## config.mk

```make
export PLATFORM = sky130hd
export DESIGN_NAME = bpm_display_mux
export DESIGN_NICKNAME = d
export VERILOG_FILES = /design/src/rtl/bpm_display_mux.sv
export SDC_FILE = /design/constraint.sdc
export NUM_CORES = 1
export LEC_CHECK = 0
export ABC_AREA = 1
export CAP_MARGIN = 40
export CORE_MARGIN = 10
export CORE_UTILIZATION = 45
export CTS_BUF_LIST = sky130_fd_sc_hd__clkbuf_4
export CTS_CLUSTER_DIAMETER = 50
export DETAILED_ROUTE_END_ITERATION = 16
export PLACE_DENSITY = 0.59
export SLEW_MARGIN = 20
export SYNTH_ARGS = -nofsm -noshare
export SYNTH_HDL_FRONTEND = slang
export SYNTH_SLANG_ARGS = --single-unit
```

## constraint.sdc

```tcl
create_clock -name clk -period 4 [get_ports clk]
set_input_delay 0.8 -clock clk [delete_from_list [all_inputs] [get_ports clk]]
set_output_delay 0.8 -clock clk [all_outputs]
set_load 0.005 [all_outputs]
```

## src/rtl/bpm_display_mux.sv

```systemverilog
// bpm_display_mux
//   Drives a 3-digit multiplexed common-anode 7-segment display from the
//   averaged BPM, given as three BCD digits.
//   - New values are staged and take effect only at a frame boundary, so a
//     frame never shows a mix of old and new digits.
//   - Leading zeros can be blanked, and a non-BCD digit is shown as a dash.
//   - The decimal point of digit 0 is a stretched beat indicator.
// Ports
//   clk          system clock
//   rst          asynchronous reset, active low
//   d2/d1/d0     hundreds/tens/ones BCD digits, sampled when upd=1
//   upd          1-cycle strobe: new value present on d2..d0
//   beat         1-cycle strobe for each detected pulse
//   an[3:0]      digit anodes, active low; an[3] is never driven low
//   seg[6:0]     segments a..g on seg[0]..seg[6], active low
//   dp           decimal point, active low
module bpm_display_mux #(
    parameter int SCAN_DIV = 100000,
    parameter int BEAT_CYC = 10000000,
    parameter int BLANK_LZ = 1
) (
    input  logic       clk,
    input  logic       rst,
    input  logic [3:0] d2,
    input  logic [3:0] d1,
    input  logic [3:0] d0,
    input  logic       upd,
    input  logic       beat,
    output logic [3:0] an,
    output logic [6:0] seg,
    output logic       dp
);
    localparam int SW = $clog2(SCAN_DIV);
    localparam int TW = $clog2(BEAT_CYC + 1);

    localparam logic [6:0] SEG_BLANK = 7'h7F;
    localparam logic [6:0] SEG_DASH  = 7'b0111111;

    logic [SW-1:0]   slot_cnt_q, slot_cnt_d;
    logic [1:0]      idx_q, idx_d;
    logic [2:0][3:0] stage_q, stage_d;
    logic [2:0][3:0] shadow_q, shadow_d;
    logic            pending_q, pending_d;
    logic [TW-1:0]   beat_tmr_q, beat_tmr_d;
    logic [3:0]      an_q, an_d;
    logic [6:0]      seg_q, seg_d;
    logic            dp_q, dp_d;

    logic            last_slot, fb;
    logic [3:0]      cur_dig;
    logic            cur_blank;

    function automatic logic [6:0] glyph(input logic [3:0] v);
        case (v)
            4'd0:    glyph = 7'b1000000;
            4'd1:    glyph = 7'b1111001;
            4'd2:    glyph = 7'b0100100;
            4'd3:    glyph = 7'b0110000;
            4'd4:    glyph = 7'b0011001;
            4'd5:    glyph = 7'b0010010;
            4'd6:    glyph = 7'b0000010;
            4'd7:    glyph = 7'b1111000;
            4'd8:    glyph = 7'b0000000;
            4'd9:    glyph = 7'b0010000;
            default: glyph = SEG_DASH;   // A-F are not BCD
        endcase
    endfunction

    assign last_slot = (slot_cnt_q == SW'(SCAN_DIV - 1));
    assign fb        = last_slot && (idx_q == 2'd2);

    // Scan, tear-free update and beat timer
    always_comb begin
        slot_cnt_d = last_slot ? '0 : slot_cnt_q + 1'b1;
        idx_d      = idx_q;
        if (last_slot) idx_d = (idx_q == 2'd2) ? 2'd0 : idx_q + 2'd1;

        stage_d   = stage_q;
        shadow_d  = shadow_q;
        pending_d = pending_q;
        if (fb && (pending_q || upd)) begin
            // Live inputs win over staging when upd lands on the boundary.
            shadow_d  = upd ? {d2, d1, d0} : stage_q;
            pending_d = 1'b0;
        end else if (upd) begin
            stage_d   = {d2, d1, d0};
            pending_d = 1'b1;
        end

        if (beat)                  beat_tmr_d = TW'(BEAT_CYC);
        else if (beat_tmr_q != '0) beat_tmr_d = beat_tmr_q - 1'b1;
        else                       beat_tmr_d = beat_tmr_q;
    end

    // Digit select, blanking and output drive
    always_comb begin
        cur_dig   = shadow_q[0];
        cur_blank = 1'b0;
        an_d      = 4'b1111;
        case (idx_q)
            2'd1: begin
                cur_dig   = shadow_q[1];
                cur_blank = (BLANK_LZ != 0) && (shadow_q[2] == 4'd0) && (shadow_q[1] == 4'd0);
                an_d[1]   = 1'b0;
            end
            2'd2: begin
                cur_dig   = shadow_q[2];
                cur_blank = (BLANK_LZ != 0) && (shadow_q[2] == 4'd0);
                an_d[2]   = 1'b0;
            end
            default: an_d[0] = 1'b0;
        endcase
        seg_d = cur_blank ? SEG_BLANK : glyph(cur_dig);
        dp_d  = !((idx_q == 2'd0) && (beat_tmr_q != '0));
    end

    always_ff @(posedge clk or negedge rst) begin
        if (!rst) begin
            slot_cnt_q <= '0;
            idx_q      <= 2'd0;
            stage_q    <= '0;
            shadow_q   <= '0;
            pending_q  <= 1'b0;
            beat_tmr_q <= '0;
            an_q       <= 4'b1111;
            seg_q      <= SEG_BLANK;
            dp_q       <= 1'b1;
        end else begin
            slot_cnt_q <= slot_cnt_d;
            idx_q      <= idx_d;
            stage_q    <= stage_d;
            shadow_q   <= shadow_d;
            pending_q  <= pending_d;
            beat_tmr_q <= beat_tmr_d;
            an_q       <= an_d;
            seg_q      <= seg_d;
            dp_q       <= dp_d;
        end
    end

    assign an  = an_q;
    assign seg = seg_q;
    assign dp  = dp_q;

endmodule

```

==> results of run 1 <==
flip-flops by register name, indices dropped and copies added, names as in the netlist:
signal / flops
seg: 7
beat_tmr_q: 24
pending_q: 1
dp: 1
slot_cnt_q: 17
idx_q: 2
an: 3
shadow_q: 12
stage_q: 12
cells by family after synthesis:
kind of cell,after synthesis
compound gates,49
xor+xnor,8
fa+ha+maj,10
buf+inv,123
flops,79
other cells,1
simple gates,342
layout make-up:
cell class	count	area, um2	area share [%]
well taps	133	166	3.36
multi-input cells	410	1950	39.4
clock buffers	10	75.1	1.52
repair buffers	29	300	6.07
flip-flops and latches	79	1990	40.2
inverters	107	402	8.11
clock inverters	6	67.6	1.37
synth_stat cells (all sizes together):
cell	number
ha	10
nand4	41
o21ai	33
and2	1
nand3b	4
conb	1
a21oi	13
dfrtp	68
or2	8
nand2	165
nor2	73
inv	106
clkinv	1
xnor2	3
nor3	9
a21o	3
xor2	5
nand3	41
dfstp	11
buf	10
clkbuf	6
cells in the final DEF (no fill, tap or decap):
| cell type | n |
|---|---|
| o21ai_0 | 31 |
| a21o_1 | 3 |
| clkinv_1 | 2 |
| nand3_1 | 40 |
| buf_4 | 3 |
| nor2_1 | 71 |
| nor2_2 | 2 |
| nand4_1 | 41 |
| bufinv_16 | 1 |
| clkinvlp_4 | 1 |
| buf_16 | 1 |
| dfrtp_1 | 68 |
| dfstp_2 | 11 |
| or2_2 | 7 |
| or2_1 | 1 |
| nor3_1 | 9 |
| nand3_2 | 1 |
| clkinv_4 | 1 |
| nand2_1 | 165 |
| inv_1 | 105 |
| o21ai_1 | 2 |
| conb_1 | 1 |
| clkdlybuf4s50_1 | 25 |
| xnor2_1 | 3 |
| xor2_1 | 5 |
| inv_6 | 2 |
| clkbuf_4 | 10 |
| inv_2 | 1 |
| a21oi_1 | 13 |
| and2_1 | 1 |
| ha_1 | 10 |
| nand3b_1 | 4 |
path summary, 6_finish.rpt:
check                                   start             end  slack, ns  depth (start not counted)
worst max-delay path                     beat   beat_tmr_q[8]       1.69                          5
worst min-delay path                      rst  beat_tmr_q[20]       0.27                          1
worst max register to register       idx_q[0]          seg[5]       1.82                         11
worst min register to register  slot_cnt_q[0]   slot_cnt_q[0]       0.50                          1
max in group asynchronous                 rst   slot_cnt_q[1]       3.12                          2
min in group clk                slot_cnt_q[0]   slot_cnt_q[0]       0.50                          1
power breakdown:
part / internal, mW / switching [mW] / leakage [nW]
registers: 0.822 / 0.0136 / 0.900
clock network: 0.201 / 0.303 / 0.0750
logic: 0.0563 / 0.104 / 1.47
stage by stage:
step | cell area, um2 | total power, mW
2_1_floorplan | 4500 | 0.950
3_3_place_gp | 4780 | 1.00
3_5_place_dp | 4810 | 1.01
4_1_cts | 4950 | 1.52
5_1_grt | 4950 | 1.58
6_report | 4950 | 1.50
per-layer routing:
metal  share of wire [%]  GRT usage, %  vias to the layer above
met4                 1.2          4.60                        0
li1                    -             -                     1975
met3                 5.7          3.94                       10
met2                  45          22.2                       75
met5                   0             0                        -
met1                  48          18.6                     1735
==> flow_summary.yaml, run 1 <==
timing:
  setup_ws_ns: 1.69
  period_share_pct: 57.6
  timing.hold.ws_ns: 0.272
  tightest_slew_ns: 0.618
  finalHoldViolCount: 0
  fmax_mhz: 434
  maxSlewHeadroom_pct: 58.5
  finalSetupViolCount: 0
  slew_viol_final: 0
  fin_skew_ns: 0.0295
  setup_tns_ns: 0
  timing.final.crit_period_ns: 2.31
  rsz0062_at_grt: "no"
final_layout:
  fin_cells: 774
  nNetsFinal: 662
  drive_gt1_share_pct: 6.40
  antenna_cells: 0
  finish.utilization_pct: 50.6
  syn2layout_area_growth_pct: 9.89
  nFillCells: 1002
grt:
  grt-ovfl-total: 0
  grt_pass1_wl_um: 17000
  antenna_found_initial: 0
  grt_use_total_pct: 14.2
  grt_max_degree: 45
  grt_pass1_vias: 3604
run_status:
  status: "finished, final reports clean"
synth:
  synth-simple-area-share_pct: 33.2
  yosys.area_share.xor_xnor_pct: 1.56
  ys.warnings.count: 0
  seq_area_frac_synth_pct: 44.2
  synth-seq-cells: 79
  syn-instance-count: 612
  synth-compound-area-share_pct: 5.61
  yosysTopAreaCellShare_pct: 37.8
  synthAdderAreaFrac_pct: 2.78
  avgSynthCellArea_um2: 7.36
  synth.distinct_cells: 32
  syn_nets: 638
  synth_top_family_by_area: "simple AND/OR/NAND/NOR gates"
  mappedNetlistArea_um2: 4500
  synth.mux.area_fraction_pct: 0
  synthTopCellsByArea: "dfrtp_1, nand2_1, inv_1"
  synth.largest_area_cell: "dfrtp_1"
floorplanning:
  fp.dieH_um: 120
  die_w_um: 120
  dieArea_um2: 14400
  rows: 36
  ios: 28
  initial_core_util_pct: 46.1
  core_area_um2: 9770
critical_path:
  path_class: "in -> reg"
  critical_path.max_stage_delay_ns: 0.67
  cp_data_arrival_time_ns: 2.69
  crit_path_top_delay_cell: "clkdlybuf4s50_1"
  required_ns: 4.38
  path_delay_family: "buffers and inverters"
  critPathLaunchType: "primary input"
  crit_buf_inv: 3
  endpoint_kind: "register"
  worstPathMaxFanout: 18
  crit_chain: "clkdlybuf4s50_1 -> clkinv_1 -> nand4_1 -> inv_2 -> nor3_1"
min_path:
  hp-class: "in -> async"
clocking:
  cts_buffers: 9
  clk_path_buf_depth: 2
  clk_pin_slew_ns: 0.15
  cts.sinks: 79
  clk_latency_ns: 0.46
  post-cts-setup-buffer-count: 0
  ctsResizeCount: 0
  cts_root_buf: "clkbuf_4"
  htree_levels: 3
  cts_hold_buf: 0
  cts_tree: "yes"
power_and_ir_drop:
  p_leak_nw: 2.44
  powerDensity_nw_per_um2: 303
  peakVddDrop_uv: 166
job:
  drv_cap: 0
place:
  gp_congestion: 0.842
  dpl.hpwl_um: 7060
  dp_slack_ns: 1.24
  dp.cells: 758
  portBuffers: 26
routing:
  vias: 3795
  ant_nets: 0
  viasPerCell: 4.90
  drcViolationCount: 0
  post_drt_wl_per_cell_um: 12.6
  wl_um: 9780
  dr.pass1.iters: 4
  drtIter0Drc: 270
No activity file was read; power rests on OpenSTA's default activity.
==> inputs of run 2 (changes only) <==
Clock period 4 ns to 2.3 ns, I/O delays scaled along.
==> run 2 against run 1 <==
Net effect: global-route usage is 0.055 points higher; non-clock buffer count rose by 7; combinational power increased by 77%; via count up 1.5%; count of clock-buffer cells in the layout rose by 2; utilization is 0.47 points higher.
==> flow_summary.yaml, run 2 (same netlist as run 1, synthesis figures left out) <==
run_status:
  status: "finished, final reports clean"
timing:
  rsz0062_at_grt: "no"
  tightest_slew_ns: 0.567
  fmax_mhz: 505
  period_share_pct: 86.0
  finalSetupViolCount: 0
  fin_skew_ns: 0.0216
  setup_tns_ns: 0
  maxSlewHeadroom_pct: 61.9
  timing.hold.ws_ns: 0.444
  timing.final.crit_period_ns: 1.98
  finalHoldViolCount: 0
  slew_viol_final: 0
final_layout:
  nFillCells: 970
  drive_gt1_share_pct: 7.56
  syn2layout_area_growth_pct: 10.9
  largest_reg_flops: 24
  top_register: "beat_tmr_q"
  finish.utilization_pct: 51.1
  final_common_cell: "nand2_1"
  nNetsFinal: 669
  layout_common_cells: "nand2_1, inv_1, nor2_1, dfrtp_1, nand4_1"
  top_regs: "beat_tmr_q (24), slot_cnt_q (17)"
  post-route-cell-area_um2: 5000
  antenna_cells: 0
grt:
  grt-ovfl-total: 0
  grt_pass1_vias: 3722
  grt_use_total_pct: 14.2
  grt_pass1_wl_um: 17200
  grt_max_degree: 59
  antenna_found_initial: 0
clocking:
  htree_levels: 3
  cts_buffers: 9
  post-cts-setup-buffer-count: 0
  clk_path_buf_depth: 2
  clk_latency_ns: 0.43
  cts_root_buf: "clkbuf_4"
  cts.sinks: 79
  cts_tree: "yes"
  clk_pin_slew_ns: 0.12
power_and_ir_drop:
  power.internal_mw: 1.89
  powerDensity_nw_per_um2: 516
  power_frac_clock_pct: 32.5
  p_leak_nw: 2.48
  combPwrFrac_pct: 11.0
  switching_share_pct: 26.4
  peakVddDrop_uv: 246
  switching_power_mw: 0.681
  finalPower_mw: 2.58
  seqPwrFrac_pct: 56.5
place:
  place_area_um2: 4840
  dpl.hpwl_um: 7220
  portBuffers: 26
  gp_congestion: 0.906
job:
  drv_cap: 0
critical_path:
  critPathLaunchType: "register"
  cp_data_arrival_time_ns: 2.34
  endpoint_kind: "register"
  required_ns: 2.67
  critical_path.max_stage_delay_ns: 0.39
  crit_path_top_delay_cell: "dfrtp_1"
  path_class: "reg -> reg"
  crit_top_cell: "inv_1"
  crit_chain: "inv_1 -> ha_1 -> inv_1 -> o21ai_2 -> inv_1 -> ha_1 -> o21ai_0 -> inv_1 -> nand2_1 -> nand2_1"
  worstPathMaxFanout: 6
floorplanning:
  dieArea_um2: 14400
  core_area_um2: 9770
  fp.dieH_um: 120
  initial_core_util_pct: 46.1
  rows: 36
  die_w_um: 120
  ios: 28
routing:
  drtIter0Drc: 149
  dr.pass1.iters: 5
  drcViolationCount: 0
  vias: 3851
  post_drt_wl_per_cell_um: 12.6
  viasPerCell: 4.93
  wl_um: 9840
  ant_nets: 0
min_path:
  hp-class: "in -> async"
==> run 2: critical path: cells and delay by family, from the launching register on <==
kind / cells / cell delay [ns]
buffers and inverters: 4 / 0.42
flip-flops: 1 / 0.39
AND/OR/NAND/NOR: 2 / 0.11
AO/OA/AOI/OAI: 2 / 0.40
adder cells (fa/ha/maj): 2 / 0.59
==> run 2: cell type report <==
cell class              count  area (um2)  share of cell area, %
flip-flops and latches     79        1990                   39.8
multi-input cells         410        1950                   39.1
inverters                 107         402                   8.04
repair buffers             36         348                   6.96
well taps                 133         166                   3.33
clock buffers              12        90.1                   1.80
clock inverters             4        47.5                  0.952
==> run 2: final timing paths <==
check | start | to | slack, ns | cells after the start
max in group asynchronous | rst | slot_cnt_q[0] | 1.26 | 3
worst min register to register | slot_cnt_q[0] | slot_cnt_q[0] | 0.48 | 1
worst min-delay path | rst | beat_tmr_q[23] | 0.44 | 2
worst max register to register | idx_q[0] | seg[6] | 0.32 | 10
worst max-delay path | idx_q[0] | seg[6] | 0.32 | 10
min in group clk | slot_cnt_q[0] | slot_cnt_q[0] | 0.48 | 1
==> run 2: through the flow <==
step | instances | setup WS, ns
6_report | 781 | 0.321
5_1_grt | 781 | 0.102
4_1_cts | 781 | 0.215
3_5_place_dp | 764 | 0.237
3_3_place_gp | 764 | 0.330
2_1_floorplan | 612 | 0.473
==> run 2: power by group through the flow <==
stage	logic (mW)	registers (mW)	clock network, mW
after floorplan	0.178	1.47	0
after global placement	0.278	1.48	0
after detailed placement	0.281	1.48	0
after CTS	0.285	1.45	0.871
after global routing	0.329	1.46	0.939
final	0.283	1.45	0.838
==> run 2: layer usage <==
layer	GRT usage [%]	vias up	share of wire [%]
li1	-	1983	-
met1	19.0	1777	49
met2	21.9	78	44
met3	3.42	13	5.7
met4	5.35	0	1.3
met5	0	-	0
==> run 2: what timing repair did <==
action,in CTS,in global routing
hold endpoints to repair,10,0
hold buffers,1,0
setup endpoints to repair,0,2
gates resized for setup,0,1
==> inputs of run 3 (changes only) <==
Settings changed: CORE_MARGIN 10 to 2.
==> run 3 against run 2 <==
Net effect: clock skew rose by 0.0034 ns; power up 8.4%; via count down 1.2%; setup slack better by 0.0072 ns; non-clock buffer count grew 1.
==> flow_summary.yaml, run 3 (same netlist as run 1, synthesis figures left out) <==
run_status:
  status: "finished, final reports clean"
timing:
  setup_tns_ns: 0
  period_share_pct: 85.7
  tightest_slew_ns: 0.591
  fmax_mhz: 507
  finalHoldViolCount: 0
  fin_skew_ns: 0.0249
  maxSlewHeadroom_pct: 60.6
  setup_ws_ns: 0.329
  slew_viol_final: 0
  finalSetupViolCount: 0
  rsz0062_at_grt: "no"
  timing.final.crit_period_ns: 1.97
grt:
  grt-ovfl-total: 0
  grt_pass1_wl_um: 16800
  grt_use_total_pct: 18.9
  grt_max_degree: 42
  grt_pass1_vias: 3589
  antenna_found_initial: 0
place:
  gp_congestion: 0.870
  portBuffers: 26
  dp_slack_ns: 0.235
  place_area_um2: 4850
  dp.cells: 765
  dpl.hpwl_um: 6950
floorplanning:
  dieArea_um2: 10800
  initial_core_util_pct: 46.3
  fp.dieH_um: 104
  die_w_um: 104
  rows: 36
  core_area_um2: 9730
  ios: 28
power_and_ir_drop:
  p_leak_nw: 2.50
  peakVddDrop_uv: 215
  powerDensity_nw_per_um2: 553
critical_path:
  ff2ff_path_depth: 10
  critical_path.max_stage_delay_ns: 0.40
  critPathLaunchType: "register"
  path_class: "reg -> reg"
  crit_path_top_delay_cell: "dfrtp_1"
  reg2reg_from: "idx_q[0]"
  crit_chain: "inv_1 -> ha_1 -> inv_1 -> o21ai_2 -> inv_1 -> ha_1 -> o21ai_0 -> inv_1 -> nand2_1 -> nand2_1"
  reg2reg_to: "seg[5]"
  r2r_setup_slack_ns: 0.33
  required_ns: 2.68
  path_delay_family: "adder cells"
  worstPathMaxFanout: 6
  crit_top_cell: "inv_1"
  cp_data_arrival_time_ns: 2.35
  crit_buf_inv: 4
  endpoint_kind: "register"
routing:
  wl_um: 9530
  drtIter0Drc: 189
  vias: 3806
  post_drt_wl_per_cell_um: 12.2
  drcViolationCount: 0
  ant_nets: 0
  viasPerCell: 4.87
  dr.pass1.iters: 5
min_path:
  worstHoldStart: "slot_cnt_q[0]"
  whs_path_depth: 1
  hp-class: "reg -> reg"
  hold_end: "slot_cnt_q[0]"
final_layout:
  top_regs: "beat_tmr_q (24), slot_cnt_q (17)"
  seq_area_um2: 1990
  antenna_cells: 0
  fin_cells: 782
  layout_common_cells: "nand2_1, inv_1, nor2_1, dfrtp_1, nand4_1"
  post-route-cell-area_um2: 5050
  largest_reg_flops: 24
  finish.utilization_pct: 51.9
  nFillCells: 988
  nNetsFinal: 670
  top_register: "beat_tmr_q"
  drive_gt1_share_pct: 7.70
  syn2layout_area_growth_pct: 12.1
  final_common_cell: "nand2_1"
  multi_input_area_um2: 1950
clocking:
  clk_latency_ns: 0.45
  post-cts-setup-buffer-count: 0
  cts_buffers: 9
  cts_tree: "yes"
  cts.sinks: 79
  cts_root_buf: "clkbuf_4"
  clk_pin_slew_ns: 0.14
  clk_path_buf_depth: 2
  htree_levels: 3
job:
  drv_cap: 0
[run 3: cell types whose count changed in the layout (fill, tap and decap cells not counted)]
cell	before	now
bufinv_16	1	3
clkbuf_4	12	10
buf_4	9	10
clkinvlp_4	1	0
inv_6	0	1
[run 3: repair_timing]
action	CTS	global route
hold buffers	1	0
endpoints found under the hold margin	11	0
resized for setup	0	1
setup endpoints to repair	0	1
[run 3: how the worst max path moves through the flow]
stage / start / to / slack (ns) / depth (start not counted)
floorplan: idx_q[0] / seg[5] / 0.47 / 10
global placement: idx_q[0] / seg[5] / 0.31 / 10
detailed placement: idx_q[0] / seg[5] / 0.24 / 10
CTS: idx_q[0] / seg[5] / 0.22 / 10
global route: idx_q[0] / seg[5] / 0.11 / 10
finish: idx_q[0] / seg[5] / 0.33 / 10
[run 3: where the power goes]
group,switching (mW),internal [mW],total (mW)
combinational,0.180,0.0998,0.279
clock,0.496,0.563,1.06
sequential,0.0242,1.43,1.45
[run 3: layer usage]
| metal | vias to the layer above | GRT usage, % | wire length (um) |
|---|---|---|---|
| li1 | 1981 | - | - |
| met1 | 1760 | 27.5 | 4900 |
| met2 | 56 | 28.9 | 4250 |
| met3 | 9 | 2.51 | 269 |
| met4 | 0 | 6.95 | 112 |
| met5 | - | 0 | 0 |
[run 3: layout make-up]
class | instances | share of cell area (%)
Sequential cell | 79 | 39.4
Multi-Input combinational cell | 410 | 38.7
Inverter | 107 | 7.95
Timing Repair Buffer | 37 | 7.04
Tap cell | 133 | 3.30
Clock inverter | 6 | 2.16
Clock buffer | 10 | 1.49
[run 3: stage by stage]
step           hold WS, ns  power [mW]
5_1_grt              0.516        2.93
3_5_place_dp         0.480        1.76
6_report             0.496        2.79
4_1_cts              0.499        2.83
3_3_place_gp         0.476        1.76
2_1_floorplan        0.164        1.65
